$ cat src/rtl/matrix_mixer.sv
// matrix_mixer: four-channel gain-weighted audio mixer with a saturated, registered output
//
// Ports:
//   clk            rising-edge clock
//   rst_n          asynchronous active-low reset
//   in1..in4       BITSIZE-bit signed samples
//   gain1..gain4   8-bit unsigned Q1.7 gains (128 = 1.0)
//   sample_strobe  one-cycle pulse that starts a mix while idle
//   out            registered, saturated signed mix result
//   out_valid      one-cycle pulse coincident with a new out value
//   busy           high while a mix is in progress
//   overrun        sticky flag: a strobe arrived while busy (cleared only by reset)
module matrix_mixer #(
    parameter int BITSIZE = 16
) (
    input  logic               clk,
    input  logic               rst_n,
    input  logic [BITSIZE-1:0] in1,
    input  logic [BITSIZE-1:0] in2,
    input  logic [BITSIZE-1:0] in3,
    input  logic [BITSIZE-1:0] in4,
    input  logic [7:0]         gain1,
    input  logic [7:0]         gain2,
    input  logic [7:0]         gain3,
    input  logic [7:0]         gain4,
    input  logic               sample_strobe,
    output logic [BITSIZE-1:0] out,
    output logic               out_valid,
    output logic               busy,
    output logic               overrun
);
    localparam int PW = BITSIZE + 9;
    localparam int AW = BITSIZE + 11;

    typedef enum logic [1:0] {IDLE, MAC, OUT} state_t;

    state_t             state_q, state_d;
    logic [BITSIZE-1:0] in_q [4];
    logic [7:0]         gain_q [4];
    logic [AW-1:0]      acc_q, acc_d;
    logic [1:0]         cnt_q, cnt_d;
    logic [BITSIZE-1:0] out_q, out_d;
    logic               valid_q, valid_d;
    logic               overrun_q, overrun_d;
    logic               capture;
    logic [BITSIZE-1:0] sel_in;
    logic [7:0]         sel_gain;
    logic [PW-1:0]      prod;
    logic [4:0]         hi;
    logic               ovf;
    logic [BITSIZE-1:0] sat;

    // Two's-complement bit patterns: sign-extend the sample, zero-extend the gain;
    // the low PW bits of the unsigned product equal the signed product.
    assign sel_in   = in_q[cnt_q];
    assign sel_gain = gain_q[cnt_q];
    assign prod     = {{9{sel_in[BITSIZE-1]}}, sel_in} * {{(PW-8){1'b0}}, sel_gain};

    // Dropping the low 7 bits is the floor shift; the result fits BITSIZE
    // only when acc bits [AW-1:BITSIZE+6] are all equal.
    assign hi  = acc_q[AW-1:BITSIZE+6];
    assign ovf = !(&hi || ~|hi);
    assign sat = !ovf ? acc_q[BITSIZE+6:7] :
                 acc_q[AW-1] ? {1'b1, {(BITSIZE-1){1'b0}}} : {1'b0, {(BITSIZE-1){1'b1}}};

    always_comb begin
        state_d   = state_q;
        acc_d     = acc_q;
        cnt_d     = cnt_q;
        out_d     = out_q;
        valid_d   = 1'b0;
        capture   = 1'b0;
        overrun_d = overrun_q | (sample_strobe && state_q != IDLE);
        case (state_q)
            IDLE: begin
                if (sample_strobe) begin
                    capture = 1'b1;
                    acc_d   = '0;
                    cnt_d   = 2'd0;
                    state_d = MAC;
                end
            end
            MAC: begin
                acc_d   = acc_q + {{(AW-PW){prod[PW-1]}}, prod};
                cnt_d   = cnt_q + 2'd1;
                state_d = cnt_q == 2'd3 ? OUT : MAC;
            end
            OUT: begin
                out_d   = sat;
                valid_d = 1'b1;
                state_d = IDLE;
            end
            default: state_d = IDLE;
        endcase
    end

    always_ff @(posedge clk or negedge rst_n) begin
        if (!rst_n) begin
            state_q   <= IDLE;
            acc_q     <= '0;
            cnt_q     <= 2'd0;
            out_q     <= '0;
            valid_q   <= 1'b0;
            overrun_q <= 1'b0;
            for (int i = 0; i < 4; i++) begin
                in_q[i]   <= '0;
                gain_q[i] <= '0;
            end
        end else begin
            state_q   <= state_d;
            acc_q     <= acc_d;
            cnt_q     <= cnt_d;
            out_q     <= out_d;
            valid_q   <= valid_d;
            overrun_q <= overrun_d;
            if (capture) begin
                in_q[0]   <= in1;
                in_q[1]   <= in2;
                in_q[2]   <= in3;
                in_q[3]   <= in4;
                gain_q[0] <= gain1;
                gain_q[1] <= gain2;
                gain_q[2] <= gain3;
                gain_q[3] <= gain4;
            end
        end
    end

    assign out       = out_q;
    assign out_valid = valid_q;
    assign busy      = state_q != IDLE;
    assign overrun   = overrun_q;
endmodule

$ cat config.mk
export PLATFORM = sky130hd
export DESIGN_NAME = matrix_mixer
export DESIGN_NICKNAME = d
export VERILOG_FILES = /design/src/rtl/matrix_mixer.sv
export SDC_FILE = /design/constraint.sdc
export NUM_CORES = 1
export LEC_CHECK = 0
export ABC_AREA = 0
export CAP_MARGIN = 25
export CORE_MARGIN = 4
export CORE_UTILIZATION = 35
export CTS_CLUSTER_SIZE = 24
export DETAILED_ROUTE_END_ITERATION = 10
export GPL_TIMING_DRIVEN = 0
export PLACE_DENSITY_LB_ADDON = 0.2
export RECOVER_POWER = 100
export SYNTH_ARGS = -nofsm -noshare
export SYNTH_HDL_FRONTEND = slang
export SYNTH_SLANG_ARGS = --single-unit
$ cat constraint.sdc
create_clock -name clk -period 15.5 [get_ports clk]
set_input_delay 1.55 -clock clk [delete_from_list [all_inputs] [get_ports clk]]
set_output_delay 1.55 -clock clk [all_outputs]
set_load 0.03 [all_outputs]
==> results of run 1 <==
path summary, 6_finish.rpt:
kind,startpoint,endpoint,cells after the start
worst max register to register,cnt_q[1],acc_q[26],30
max in group asynchronous,rst_n,in_q[17],2
worst max-delay path,cnt_q[1],acc_q[26],30
min in group asynchronous,rst_n,overrun,1
worst min register to register,overrun,overrun,1
worst min-delay path,overrun,overrun,1
per-layer routing:
layer  vias to the layer above  wire [µm]  global-route usage (%)
met5                         -          0                       0
met4                         0        361                    4.09
met3                        19       1290                    3.78
met2                       150      14100                    26.6
met1                      4316      14000                    23.2
li1                       4129          -                       -
registers in the layout (all words and copies together), names as in the netlist:
register / cells
in_q: 64
gain_q: 32
acc_q: 27
out: 16
cnt_q: 2
state_q: 2
out_valid: 1
overrun: 1
cell usage in the layout (no fill, tap or decap), types with 16 or more instances in the layout:
| cell type | instances |
|---|---|
| dlygate4sd3_1 | 20 |
| a21o_1 | 18 |
| clkdlybuf4s50_1 | 96 |
| dfrtp_1 | 145 |
| mux4_2 | 24 |
| inv_1 | 173 |
| o22ai_1 | 23 |
| clkbuf_1 | 39 |
| xor2_1 | 16 |
| nand3_1 | 17 |
| xnor2_1 | 26 |
| mux2_2 | 97 |
| ha_1 | 79 |
| nor2_1 | 25 |
| o21ai_0 | 30 |
| nand2_1 | 142 |
| fa_1 | 103 |
| and2_1 | 62 |
| a21oi_1 | 50 |
| clkbuf_16 | 17 |
stage by stage:
stage                     cells  utilization [%]  worst slack, ns  hold WS (ns)  instance area, µm²
final                      1755             42.3             6.16         0.455               14200
after global routing       1755             42.3             5.59         0.479               14200
after global placement     1722             40.6             5.92         0.440               13700
after floorplan            1157                -             7.50         0.475               11900
after detailed placement   1723             40.7             5.92         0.447               13700
after CTS                  1753             42.3             5.86         0.462               14200
cell type report:
class	instances	area, µm²	area share [%]
Clock buffer	19	453	3.19
Buffer	41	154	1.08
Multi-Input combinational cell	798	7480	52.7
Tap cell	448	561	3.95
Timing Repair Buffer	120	1200	8.44
Clock inverter	11	82.6	0.581
Inverter	173	649	4.57
Sequential cell	145	3630	25.5
cells by family after synthesis:
logic type               synth area share (%)
AO/OA/AOI/OAI                            8.84
XOR/XNOR                                 3.08
adder cells (fa/ha/maj)                  25.6
buffers and inverters                    6.79
flip-flops                               30.4
multiplexers                             13.7
AND/OR/NAND/NOR                          11.6
==> results.md, run 1 <==
- Register area share after synthesis: 30.4%
- Most frequent cell after synthesis: inv_1
- Post_cts resized: 0
- # clock sinks: 145
- Status: complete, but fails checks
- Synthesis-stage register bit count: 145
- H-Tree Depth: 4
- Final period utilization: 60.3%
- Routed len/inst: 17.0 µm
- RePlAce Congestion: 0.832
- Post-CTS Setup Repair Bufs: 0
- Final hold vios: 0
- Ant diodes: 0
- I/O pins: 118
- Residual DRC count: 0
- Syn Nets: 1438
- TritonCTS Buffers: 17
- Largest delay share family, worst path: adder cells
- Setup TNS Final: 0 ns
- Die H: 193 µm
- Clk_lat worst skew: 0.44 ns
- Synth area leaders: dfrtp_1, fa_1, mux2_2, ha_1, inv_1
- Overflow after GRT: 0
- DR pass1 iterations: 4
- EDFF count, synth: 0
- DR iter-0 viols: 384
- Buffers on Ports: 117
- Worst Path Arrival: 9.70 ns
- CTS tree: built
- Clock Tree Buf Depth: 2
- Post-layout min period: 9.34 ns
- Max stage delay on crit path: 0.65 ns
- Routed WL: 29800 µm
- RSZ-0062 raised after global routing: no
- Largest net degree at the start of global routing: 97
- Failing checks: capacitance limit, slew limit
- Layout cell share with drive strength beyond 1: 12.6%
- Library cells used by synthesis: 59
- Final setup fails: 0
- Total GRT Usage: 16.7%
- Area leader, netlist: dfrtp_1
- Max-Cap Viols: 2
- Global-route wire length before repair: 48200 µm
- Site Rows: 67
- Post-DP HPWL: 23800 µm
- Worst Path Required: 15.86 ns
- Fill cell count: 3249
- Die width: 193 µm
- Slowest-stage cell, CP: clkbuf_1
- Startpoint types: flip-flop
- Die Area: 37100 µm²
- Antenna Nets Post-Route: 0
- Post-Syn Area: 11900 µm²
- Synthesized area per cell: 10.3 µm²
- Number of global-route vias before repair: 9023
- Clk pin slew, worst setup/hold paths: 0.06 ns
- Pins Over Slew Limit: 148
- Setup CP Type: flip-flop to flip-flop
- Worst path bufs/invs: 7
- Root buffer cell: clkbuf_16
- Initial core utilization: 35.5%
- Area growth from synthesis to layout: 19.1%
- Core Box Area: 33600 µm²
- Nets: 1577
- Synth Flop Type: dfrtp_1
- Worst Setup End Kind: flip-flop
- Crit path max fanout: 10
- Via count: 8614
- Asr flop ratio synth: 100%
- Worst-margin pin slew: 5.15 ns
- Setup Skew: 0.00890 ns
- Initial antenna violation count: 0
- DR vias/cell: 4.91
- Slew HR: -243%
- Yosys warns: 0
- Min-Delay Path Class: flip-flop to flip-flop
- Synth top cells by count: inv_1, dfrtp_1, nand2_1
- Hold bufs inserted after CTS: 0
- Synth top area share: 30.4%
- FMAX: 0.107 GHz
- FF-to-FF setup slack: 6.16 ns
- Cells after synthesis: 1157
Power of run 1 is left out: the tool's default activity adds up to more than one toggle a clock period on the data nets, which glitch-free logic cannot reach.
==> inputs of run 2 (changes only) <==
==> constraint.sdc (replaced) <==
create_clock -name clk -period 7.7 [get_ports clk]
set_input_delay 0.77 -clock clk [delete_from_list [all_inputs] [get_ports clk]]
set_output_delay 0.77 -clock clk [all_outputs]
set_load 0.03 [all_outputs]
==> results.md, run 2 (synthesis gave the netlist of run 1 again) <==
- Post-DP HPWL: 23600 µm (was 23800 µm)
- Final WS setup: 0.244 ns (was 6.16 ns)
- Buffers on Ports: 117 (unchanged)
- Worst-margin pin slew: 3.06 ns (was 5.15 ns)
- DR pass1 iterations: 5 (was 4)
- Slew HR: -104% (was -243%)
- Status: complete, but fails checks (unchanged)
- Hold bufs inserted after CTS: 0 (unchanged)
- Antenna Nets Post-Route: 0 (unchanged)
- Commonest non-fill, non-tap cell in the layout: inv_1 (unchanged)
- Final period utilization: 96.8% (was 60.3%)
- Residual DRC count: 0 (unchanged)
- Largest regs: in_q (64), gain_q (32), acc_q (27) (unchanged)
- Commonest cells after routing, fill and taps aside: inv_1, dfrtp_1, nand2_1 (unchanged)
- Ant diodes: 0 (unchanged)
- Nets: 1612 (was 1577)
- Reg with most FFs: in_q (unchanged)
- Slowest-stage cell, CP: mux4_2 (was clkbuf_1)
- Final hold vios: 0 (unchanged)
- Post-placement setup slack: -1.50 ns (was 5.92 ns)
- Root buffer cell: clkbuf_16 (unchanged)
- I/O pins: 118 (unchanged)
- Worst path bufs/invs: 7 (unchanged)
- Routed WL: 31600 µm (was 29800 µm)
- Overflow after GRT: 0 (unchanged)
- CP most frequent cell: fa_1
- TritonCTS Buffers: 17 (unchanged)
- Min-Delay Path Class: flip-flop to flip-flop (unchanged)
- # clock sinks: 145 (unchanged)
- RePlAce Congestion: 0.839 (was 0.832)
- Area growth from synthesis to layout: 25.2% (was 19.1%)
- Layout cell share with drive strength beyond 1: 18.6% (was 12.6%)
- H-Tree Depth: 4 (unchanged)
- Setup CP Type: flip-flop to flip-flop (unchanged)
- Site Rows: 67 (unchanged)
- FMAX: 0.134 GHz (was 0.107 GHz)
- Failing checks: capacitance limit, slew limit (unchanged)
- Max-Cap Viols: 2 (unchanged)
- Pins Over Slew Limit: 148 (unchanged)
- Largest register FFs: 64 (unchanged)
- Global-route wire length before repair: 49000 µm (was 48200 µm)
- DR vias/cell: 4.97 (was 4.91)
- DR iter-0 viols: 396 (was 384)
- Die width: 193 µm (unchanged)
- Clock Tree Buf Depth: 2 (unchanged)
- Final setup fails: 0 (unchanged)
- Total GRT Usage: 17.1% (was 16.7%)
- Post-layout min period: 7.46 ns (was 9.34 ns)
- Clk pin slew, worst setup/hold paths: 0.08 ns (was 0.06 ns)
- CTS tree: built (unchanged)
- Routed len/inst: 17.6 µm (was 17.0 µm)
- Initial antenna violation count: 1 (was 0)
- Number of global-route vias before repair: 8966 (was 9023)
- Initial core utilization: 35.5% (unchanged)
- Worst Path Arrival: 7.81 ns (was 9.70 ns)
- Die H: 193 µm (unchanged)
- Max stage delay on crit path: 0.63 ns (was 0.65 ns)
- Via count: 8903 (was 8614)
- Worst Path Required: 8.05 ns (was 15.86 ns)
- Setup Skew: 0.0136 ns (was 0.00890 ns)
- Largest net degree at the start of global routing: 95 (was 97)
- Clk_lat worst skew: 0.45 ns (was 0.44 ns)
- Worst Setup End Kind: flip-flop (unchanged)
- Die Area: 37100 µm² (unchanged)
- Crit path max fanout: 8 (was 10)
- Startpoint types: flip-flop (unchanged)
- Core Box Area: 33600 µm² (unchanged)
- Largest delay share family, worst path: adder cells (unchanged)
[run 2: changes by cell type in the layout (fill, tap and decap cells not counted), moves of 6 or more]
cell | previous run | this run
a21oi_2 | 0 | 7
nand2_1 | 142 | 136
nand2_2 | 0 | 6
ha_1 | 79 | 73
clkbuf_1 | 39 | 26
buf_4 | 0 | 34
a21oi_1 | 50 | 42
[run 2: per-stage QoR]
step / cells / TNS (ns) / hold WS (ns) / util, % / area, µm²
after floorplan: 1157 / 0 / 0.474 / - / 11900
after global placement: 1722 / -75.71 / 0.440 / 40.7 / 13700
after detailed placement: 1723 / -9.86 / 0.445 / 40.7 / 13700
after CTS: 1763 / 0 / 0.293 / 43.2 / 14500
after global routing: 1792 / -0.0673 / 0.468 / 44.4 / 14900
final: 1792 / 0 / 0.453 / 44.4 / 14900
[run 2: final cells by class]
cell class                      instances  area (µm²)
Buffer                                 40         288
Clock inverter                         15         213
Inverter                              173         649
Multi-Input combinational cell        799        7680
Sequential cell                       145        3630
Clock buffer                           17         425
Timing Repair Buffer                  155        1490
Fill cell                            3246       18700
Tap cell                              448         561
[run 2: path summary, 6_finish.rpt]
| check | startpoint | endpoint | slack [ns] | cells after the start |
|---|---|---|---|---|
| setup / recovery | cnt_q[0] | acc_q[26] | 0.24 | 28 |
| hold / removal | overrun | overrun | 0.45 | 1 |
| hold reg to reg | overrun | overrun | 0.45 | 1 |
| max in group asynchronous | rst_n | in_q[6] | 2.85 | 2 |
| setup reg to reg | cnt_q[0] | acc_q[26] | 0.24 | 28 |
| min in group asynchronous | rst_n | gain_q[22] | 1.32 | 1 |
[run 2: repair_timing]
item,in CTS,in global routing
pin swaps,3,28
setup buffers,8,27
hold endpoints to repair,0,0
resized for setup,35,53
endpoints found under the setup margin,14,3
gates cloned,0,3
[run 2: layer usage]
metal / track usage (%) / up-vias / part of all wire (%)
li1: - / 4197 / -
met1: 23.5 / 4502 / 45
met2: 27.8 / 162 / 49
met3: 2.82 / 40 / 3.8
met4: 5.29 / 2 / 2.0
met5: 0 / - / 0.041
[run 2: worst reg2reg max path, delay by kind of cell (launching register included)]
family                     cells  cell delay, ns
adders and majority gates      6            2.54
AOI/OAI and AO/OA              8            2.07
buffers and inverters          7            0.92
muxes                          1            0.63
and+or+nand+nor                5            0.63
DFF                            1            0.39
xor gates and xnor gates       1            0.21
Power of run 2 is left out for the same reason.
==> inputs of run 3 (changes only) <==
--- a/config.mk
+++ b/config.mk
@@ -17,3 +17,4 @@
 export SYNTH_ARGS = -nofsm -noshare
 export SYNTH_HDL_FRONTEND = slang
 export SYNTH_SLANG_ARGS = --single-unit
+export TNS_END_PERCENT = 30
==> results of run 3 <==
No change in the layout: final DEF, timing and power equal those of run 2.
Power of run 3 is left out for the same reason.
